--- src/rtl/gt_event_detector_if.sv ---
// ============================================================================
//  Module      : gt_event_detector_if
//  Description : Sample/qualify bus between the greater-than comparator side
//                and the gt_event_detector qualifier.
//  Revision    : 1.0 - initial release
// ============================================================================
`default_nettype none

interface gt_event_detector_if #(
    parameter int EVENT_CNT_WIDTH = 8
) ();
    logic                       i_valid;
    logic                       i_A_greater_than_B;
    logic                       i_clear_count;
    logic                       o_active;
    logic                       o_rise;
    logic                       o_fall;
    logic [EVENT_CNT_WIDTH-1:0] o_event_count;

    // Producer side: drives samples and clear, observes qualified results
    modport master (
        output i_valid,
        output i_A_greater_than_B,
        output i_clear_count,
        input  o_active,
        input  o_rise,
        input  o_fall,
        input  o_event_count
    );

    // Qualifier side
    modport slave (
        input  i_valid,
        input  i_A_greater_than_B,
        input  i_clear_count,
        output o_active,
        output o_rise,
        output o_fall,
        output o_event_count
    );
endinterface

`default_nettype wire

--- src/rtl/gt_event_detector.sv ---
// ============================================================================
//  Module      : gt_event_detector
//  Description : Hysteresis qualifier for the A>B comparator result. Enters
//                ACTIVE after ASSERT_COUNT consecutive true samples, leaves
//                after DEASSERT_COUNT consecutive false samples, and reports
//                registered rise/fall pulses plus a saturating rise count.
//  Revision    : 1.0 - initial release
// ============================================================================
`default_nettype none

module gt_event_detector #(
    parameter int ASSERT_COUNT    = 3,
    parameter int DEASSERT_COUNT  = 2,
    parameter int EVENT_CNT_WIDTH = 8
) (
    input  wire logic          i_clk,
    input  wire logic          i_rst,
    gt_event_detector_if.slave bus
);

    typedef enum logic [1:0] {
        ST_IDLE      = 2'd0,
        ST_ARMING    = 2'd1,
        ST_ACTIVE    = 2'd2,
        ST_RELEASING = 2'd3
    } state_t;

    localparam logic [7:0]                 c_assert_cnt   = 8'(ASSERT_COUNT);
    localparam logic [7:0]                 c_deassert_cnt = 8'(DEASSERT_COUNT);
    localparam logic [EVENT_CNT_WIDTH-1:0] c_cnt_one      = EVENT_CNT_WIDTH'(1);
    localparam logic [EVENT_CNT_WIDTH-1:0] c_cnt_max      = '1;

    state_t                     r_state;
    state_t                     w_state_next;
    logic [7:0]                 r_run;
    logic [7:0]                 w_run_next;
    logic [7:0]                 w_run_inc;
    logic                       w_rise_next;
    logic                       w_fall_next;
    logic                       w_active_next;
    logic                       r_active;
    logic                       r_rise;
    logic                       r_fall;
    logic [EVENT_CNT_WIDTH-1:0] r_count;

    assign w_run_inc = r_run + 8'd1;

    // Next-state, run counter and edge-pulse decode; invalid edges hold everything
    always_comb begin
        w_state_next = r_state;
        w_run_next   = r_run;
        w_rise_next  = 1'b0;
        w_fall_next  = 1'b0;
        if (bus.i_valid) begin
            case (r_state)
                ST_IDLE: begin
                    if (bus.i_A_greater_than_B) begin
                        if (c_assert_cnt == 8'd1) begin
                            w_state_next = ST_ACTIVE;
                            w_rise_next  = 1'b1;
                        end else begin
                            w_state_next = ST_ARMING;
                            w_run_next   = 8'd1;
                        end
                    end
                end
                ST_ARMING: begin
                    if (bus.i_A_greater_than_B) begin
                        if (w_run_inc == c_assert_cnt) begin
                            w_state_next = ST_ACTIVE;
                            w_rise_next  = 1'b1;
                            w_run_next   = 8'd0;
                        end else begin
                            w_run_next   = w_run_inc;
                        end
                    end else begin
                        w_state_next = ST_IDLE;
                        w_run_next   = 8'd0;
                    end
                end
                ST_ACTIVE: begin
                    if (!bus.i_A_greater_than_B) begin
                        if (c_deassert_cnt == 8'd1) begin
                            w_state_next = ST_IDLE;
                            w_fall_next  = 1'b1;
                        end else begin
                            w_state_next = ST_RELEASING;
                            w_run_next   = 8'd1;
                        end
                    end
                end
                ST_RELEASING: begin
                    if (!bus.i_A_greater_than_B) begin
                        if (w_run_inc == c_deassert_cnt) begin
                            w_state_next = ST_IDLE;
                            w_fall_next  = 1'b1;
                            w_run_next   = 8'd0;
                        end else begin
                            w_run_next   = w_run_inc;
                        end
                    end else begin
                        w_state_next = ST_ACTIVE;
                        w_run_next   = 8'd0;
                    end
                end
                default: begin
                    w_state_next = ST_IDLE;
                    w_run_next   = 8'd0;
                end
            endcase
        end
        w_active_next = (w_state_next == ST_ACTIVE) || (w_state_next == ST_RELEASING);
    end

    // State, run counter and registered outputs; reset discards any partial run
    always_ff @(posedge i_clk or posedge i_rst) begin
        if (i_rst) begin
            r_state  <= ST_IDLE;
            r_run    <= 8'd0;
            r_active <= 1'b0;
            r_rise   <= 1'b0;
            r_fall   <= 1'b0;
        end else begin
            r_state  <= w_state_next;
            r_run    <= w_run_next;
            r_active <= w_active_next;
            r_rise   <= w_rise_next;
            r_fall   <= w_fall_next;
        end
    end

    // Saturating rise counter; a clear coinciding with a rise leaves a count of one
    always_ff @(posedge i_clk or posedge i_rst) begin
        if (i_rst) begin
            r_count <= '0;
        end else if (bus.i_clear_count) begin
            r_count <= w_rise_next ? c_cnt_one : '0;
        end else if (w_rise_next && (r_count != c_cnt_max)) begin
            r_count <= r_count + c_cnt_one;
        end
    end

    assign bus.o_active      = r_active;
    assign bus.o_rise        = r_rise;
    assign bus.o_fall        = r_fall;
    assign bus.o_event_count = r_count;

endmodule

`default_nettype wire

--- src/flat_wrapper.sv ---
// flat-port wrapper written by rule: the top's interface ports become plain ports
module gt_event_detector_flat 
#(
    parameter int ASSERT_COUNT    = 3,
    parameter int DEASSERT_COUNT  = 2,
    parameter int EVENT_CNT_WIDTH = 8
)
  (i_clk, i_rst, bus_i_valid, bus_i_A_greater_than_B, bus_i_clear_count, bus_o_active, bus_o_rise, bus_o_fall, bus_o_event_count);
  gt_event_detector_if #(.EVENT_CNT_WIDTH(EVENT_CNT_WIDTH)) bus_i ();
  input  wire logic i_clk;
  input  wire logic i_rst;
  input wire logic [$bits(bus_i.i_valid)-1:0] bus_i_valid;
  input wire logic [$bits(bus_i.i_A_greater_than_B)-1:0] bus_i_A_greater_than_B;
  input wire logic [$bits(bus_i.i_clear_count)-1:0] bus_i_clear_count;
  output wire logic [$bits(bus_i.o_active)-1:0] bus_o_active;
  output wire logic [$bits(bus_i.o_rise)-1:0] bus_o_rise;
  output wire logic [$bits(bus_i.o_fall)-1:0] bus_o_fall;
  output wire logic [$bits(bus_i.o_event_count)-1:0] bus_o_event_count;
  assign bus_i.i_valid = bus_i_valid;
  assign bus_i.i_A_greater_than_B = bus_i_A_greater_than_B;
  assign bus_i.i_clear_count = bus_i_clear_count;
  assign bus_o_active = bus_i.o_active;
  assign bus_o_rise = bus_i.o_rise;
  assign bus_o_fall = bus_i.o_fall;
  assign bus_o_event_count = bus_i.o_event_count;
  gt_event_detector #(.ASSERT_COUNT(ASSERT_COUNT), .DEASSERT_COUNT(DEASSERT_COUNT), .EVENT_CNT_WIDTH(EVENT_CNT_WIDTH)) u_core (.i_clk(i_clk), .i_rst(i_rst), .bus(bus_i));
endmodule
--- config.mk ---
export PLATFORM = sky130hd
export DESIGN_NAME = gt_event_detector_flat
export DESIGN_NICKNAME = d
export VERILOG_FILES = /design/src/rtl/gt_event_detector_if.sv /design/src/rtl/gt_event_detector.sv /design/src/flat_wrapper.sv
export SDC_FILE = /design/constraint.sdc
export NUM_CORES = 1
export LEC_CHECK = 0
export BUFFER_PORTS_ARGS = -buffer_cell sky130_fd_sc_hd__buf_2
export CORE_UTILIZATION = 40
export CTS_BUF_LIST = sky130_fd_sc_hd__clkbuf_4 sky130_fd_sc_hd__clkbuf_8 sky130_fd_sc_hd__clkbuf_16
export DETAILED_ROUTE_END_ITERATION = 8
export GPL_TIMING_DRIVEN = 0
export MAX_ROUTING_LAYER = met4
export SLEW_MARGIN = 20
export SYNTH_ARGS = -nofsm -noshare
export SYNTH_HDL_FRONTEND = slang
export SYNTH_SLANG_ARGS = --single-unit
--- constraint.sdc ---
create_clock -name i_clk -period 2.4 [get_ports i_clk]
set_input_delay 0.48 -clock i_clk [delete_from_list [all_inputs] [get_ports i_clk]]
set_output_delay 0.48 -clock i_clk [all_outputs]
set_load 0.05 [all_outputs]
==> summary.md <==
| Metric | Value |
|---|---|
| Status | `finished, final reports clean` |
| Total power | `0.848 mW` |
| Clk slew on worst S/H paths | `0.13 ns` |
| Post-route ant nets | `0` |
| Post-synthesis sequential area ratio | `between 30% and 40%` |
| Max-slew violations | `0` |
| Final Hold Violating Endpoints | `0` |
| DR vias/cell | `5.53` |
| I/O pins | `16` |
| Post-DP HPWL | `approximately 2000 µm` |
| CP Launch Point | `u_core.r_run[0]` |
| Warnings, synthesis | `0` |
| Drt wl/cell | `approximately 13 µm` |
| Vias in the first global route | `around 1000` |
| Post-synthesis average cell area | `9.08 µm²` |
| Reg-to-Reg Start | `u_core.r_run[0]` |
| Largest net degree at the start of global routing | `22` |
| Yosys reg bits | `21` |
| Reg2reg end | `u_core.bus.o_event_count[7]` |
| Fraction of registers with async set/reset | `100%` |
| Synth cell types | `44` |
| Drt first pass iters | `4` |
| Detailed Route Iter0 Violations | `49` |
| Initial antenna violation count | `0` |
| Crit Path Max Fanout | `6` |
| CTS tree | `yes` |
| Clk_lat worst skew | `0.30 ns` |
| Worst-case vdd ir drop | `between 0.0003 and 0.0004 V` |
| Layout cell share with drive strength beyond 1 | `22.6%` |
| # diodes | `0` |
| # DRC | `0` |
| Required @ worst endpoint | `2.63 ns` |
| Crit Path Class | `flop to flop` |
| Period utilization | `97.4%` |
| First-pass GRT wire length | `4710 µm` |
| Worst setup EP type | `flop` |
| Net Count, Synth | `154` |
| CP max stage cell | `dfrtp_2` |
| Crit start category | `flop` |
| Total length of routed wires | `2840 µm` |
| Die Area | `approximately 3500 µm²` |
| Clk_skew | `approximately 0.0055 ns` |
| Slack of the critical path | `0.0613 ns` |
| Vias | `1172` |
| Pin slew with the least headroom to its limit | `0.827 ns` |
| Worst hold slack | `~0.31 ns` |
| CP arrival | `2.57 ns` |
| PD cells | `between 500 and 600 nW/µm²` |
| Tot GR Track Use | `between 10% and 20%` |
| Max-Cap Viols | `0` |
| CTS Hold Bufs | `0` |
| Area leader, netlist | `dfrtp_1` |
| CP Cell Sequence | `ha_2 > and3_1 > or3_4 > a22oi_4 > nand4_4 > buf_4 > or3_1 > a21oi_1` |
| Setup crit end | `u_core.bus.o_event_count[7]` |
| Endpoints failing setup | `0` |
| H-tree Lvls | `1` |
| Die Y | `between 50 and 60 µm` |
| Most frequent cells in the layout | `20 x dfrtp_1, 14 x buf_2, 11 x nand3_1, 10 x inv_1` |
| Root buffer cell | `clkbuf_4` |
| Gp weighted congestion | `0.790` |
| Max Freq | `0.428 GHz` |
| Yosys top cell area share | `39.9%` |
| Die Wd | `59.4 µm` |
| Row Count | `20` |
| Synth top area cells | `dfrtp_1 40%, nand3_1 4.2%, and3_1 3.8%` |
| Num CTS Buffers | `3` |
| Min Tclk post-route | `2.34 ns` |
| Register-to-register path setup slack | `around 0.06 ns` |
| R2R depth | `8` |
| HP Class | `primary input to asynchronous set/reset pin` |
| Cell Area, Synth | `1320 µm²` |
| Gate Count Post-Synth | `145` |
| Slew HR | `between 40 and 50%` |
| Core ar. | `a little over 3000 µm²` |
| Area grow syn2layout | `17.3%` |
| Initial Util | `42.8%` |
| Most used DFF post-synth | `dfrtp_1` |
| Commonest non-fill, non-tap cell in the layout | `dfrtp_1` |
| CTS Buffer Depth | `2` |
| Grt total ovfl | `0` |
| Num Clock Sinks | `21` |
| Critical Path Max Stage Delay | `~0.43 ns` |
| Port Buffer Count | `14` |
| Post-synth EDFFs | `0` |
| Leak | `around 0.68 nW` |
| Nets | `178` |
| Pre-CTS WS | `-0.110 ns` |
## flip-flops by register name, summed over array words and instances (netlist names)
name                      cells
u_core.bus.o_fall             1
u_core.bus.o_rise             1
u_core.bus.o_active           1
u_core.r_state                2
u_core.bus.o_event_count      8
u_core.r_run                  8
## synth_stat cells, types with 2 or more instances
| library cell | number |
|---|---|
| inv_1 | 10 |
| or3_1 | 3 |
| o21bai_1 | 3 |
| nor2_1 | 9 |
| o211ai_1 | 2 |
| nor2b_1 | 6 |
| nor4_1 | 2 |
| o21ai_0 | 9 |
| a21boi_0 | 2 |
| ha_1 | 4 |
| clkbuf_1 | 5 |
| o31ai_1 | 3 |
| a21bo_2 | 2 |
| xnor2_1 | 2 |
| and2_1 | 2 |
| dfrtp_1 | 21 |
| nand3_1 | 11 |
| nand2_1 | 8 |
| nand4_1 | 3 |
| and3_1 | 8 |
| nor3_1 | 3 |
| a21oi_1 | 5 |
## metrics by stage
stage / std cells / area [µm²] / setup TNS, ns / utilization (%)
finish: 212 / 1540 / 0 / 50.2
global route: 212 / 1540 / -0.00927 / 50.2
CTS: 209 / 1500 / 0 / 48.7
detailed placement: 203 / 1440 / -0.362 / 46.8
global placement: 203 / 1440 / -0.181 / 46.8
floorplan: 145 / 1320 / 0 / -
## where the power goes
| part | switching (mW) | total [mW] | leakage, nW | internal, mW |
|---|---|---|---|---|
| Clock | 0.116 | 0.179 | 0.0139 | 0.0634 |
| Sequential | 0.0225 | 0.406 | 0.279 | 0.383 |
| Combinational | 0.176 | 0.263 | 0.386 | 0.0871 |
| Total | 0.314 | 0.848 | 0.679 | 0.534 |
## worst min path at each step
stage                             endpoint  depth (start not counted)
3_3_place_gp               u_core.r_run[3]                          1
3_5_place_dp               u_core.r_run[3]                          1
2_1_floorplan          u_core.bus.o_active                          1
4_1_cts        u_core.bus.o_event_count[7]                          2
5_1_grt                  u_core.bus.o_rise                          2
6_report                   u_core.r_run[7]                          2
## worst max-delay path: cells and delay by family, from the launching register on
family,cells,cell delay [ns]
DFF,1,0.43
adders and majority gates,1,0.22
AOI/OAI and AO/OA,2,0.39
and+or+nand+nor,4,1.05
buffers and inverters,1,0.18
## repair_timing
action | CTS | global route
setup buffers | 2 | 3
gates resized for setup | 4 | 5
pin swaps | 1 | 2
setup endpoints to repair | 8 | 7
## cells by family (layout without fill, tap and decap cells)
kind of cell,count (synthesis),count (layout),synth area share (%)
AO/OA/AOI/OAI,38,38,21.9
XOR/XNOR,2,2,1.33
adder cells (fa/ha/maj),4,4,3.80
buffers and inverters,16,39,4.56
flip-flops,21,21,39.9
multiplexers,3,3,2.47
AND/OR/NAND/NOR,61,61,26.0
## area by class of cell
cell class / count / area [µm²]
fillers: 310 / 1530
multi-input cells: 108 / 754
flip-flops and latches: 21 / 527
repair buffers: 19 / 108
well taps: 44 / 55.1
inverters: 11 / 41.3
plain buffers: 5 / 28.8
clock buffers: 3 / 22.5
clock inverters: 1 / 7.51
## metal layers
metal	vias up	wire, µm	share of wire, %	GRT usage (%)
li1	581	-	-	-
met1	568	1390	49	26.9
met2	21	1350	47	26.3
met3	2	81	2.8	1.97
met4	0	19	0.67	5.10
met5	-	0	0	-
No activity file was read; power rests on OpenSTA's default activity.
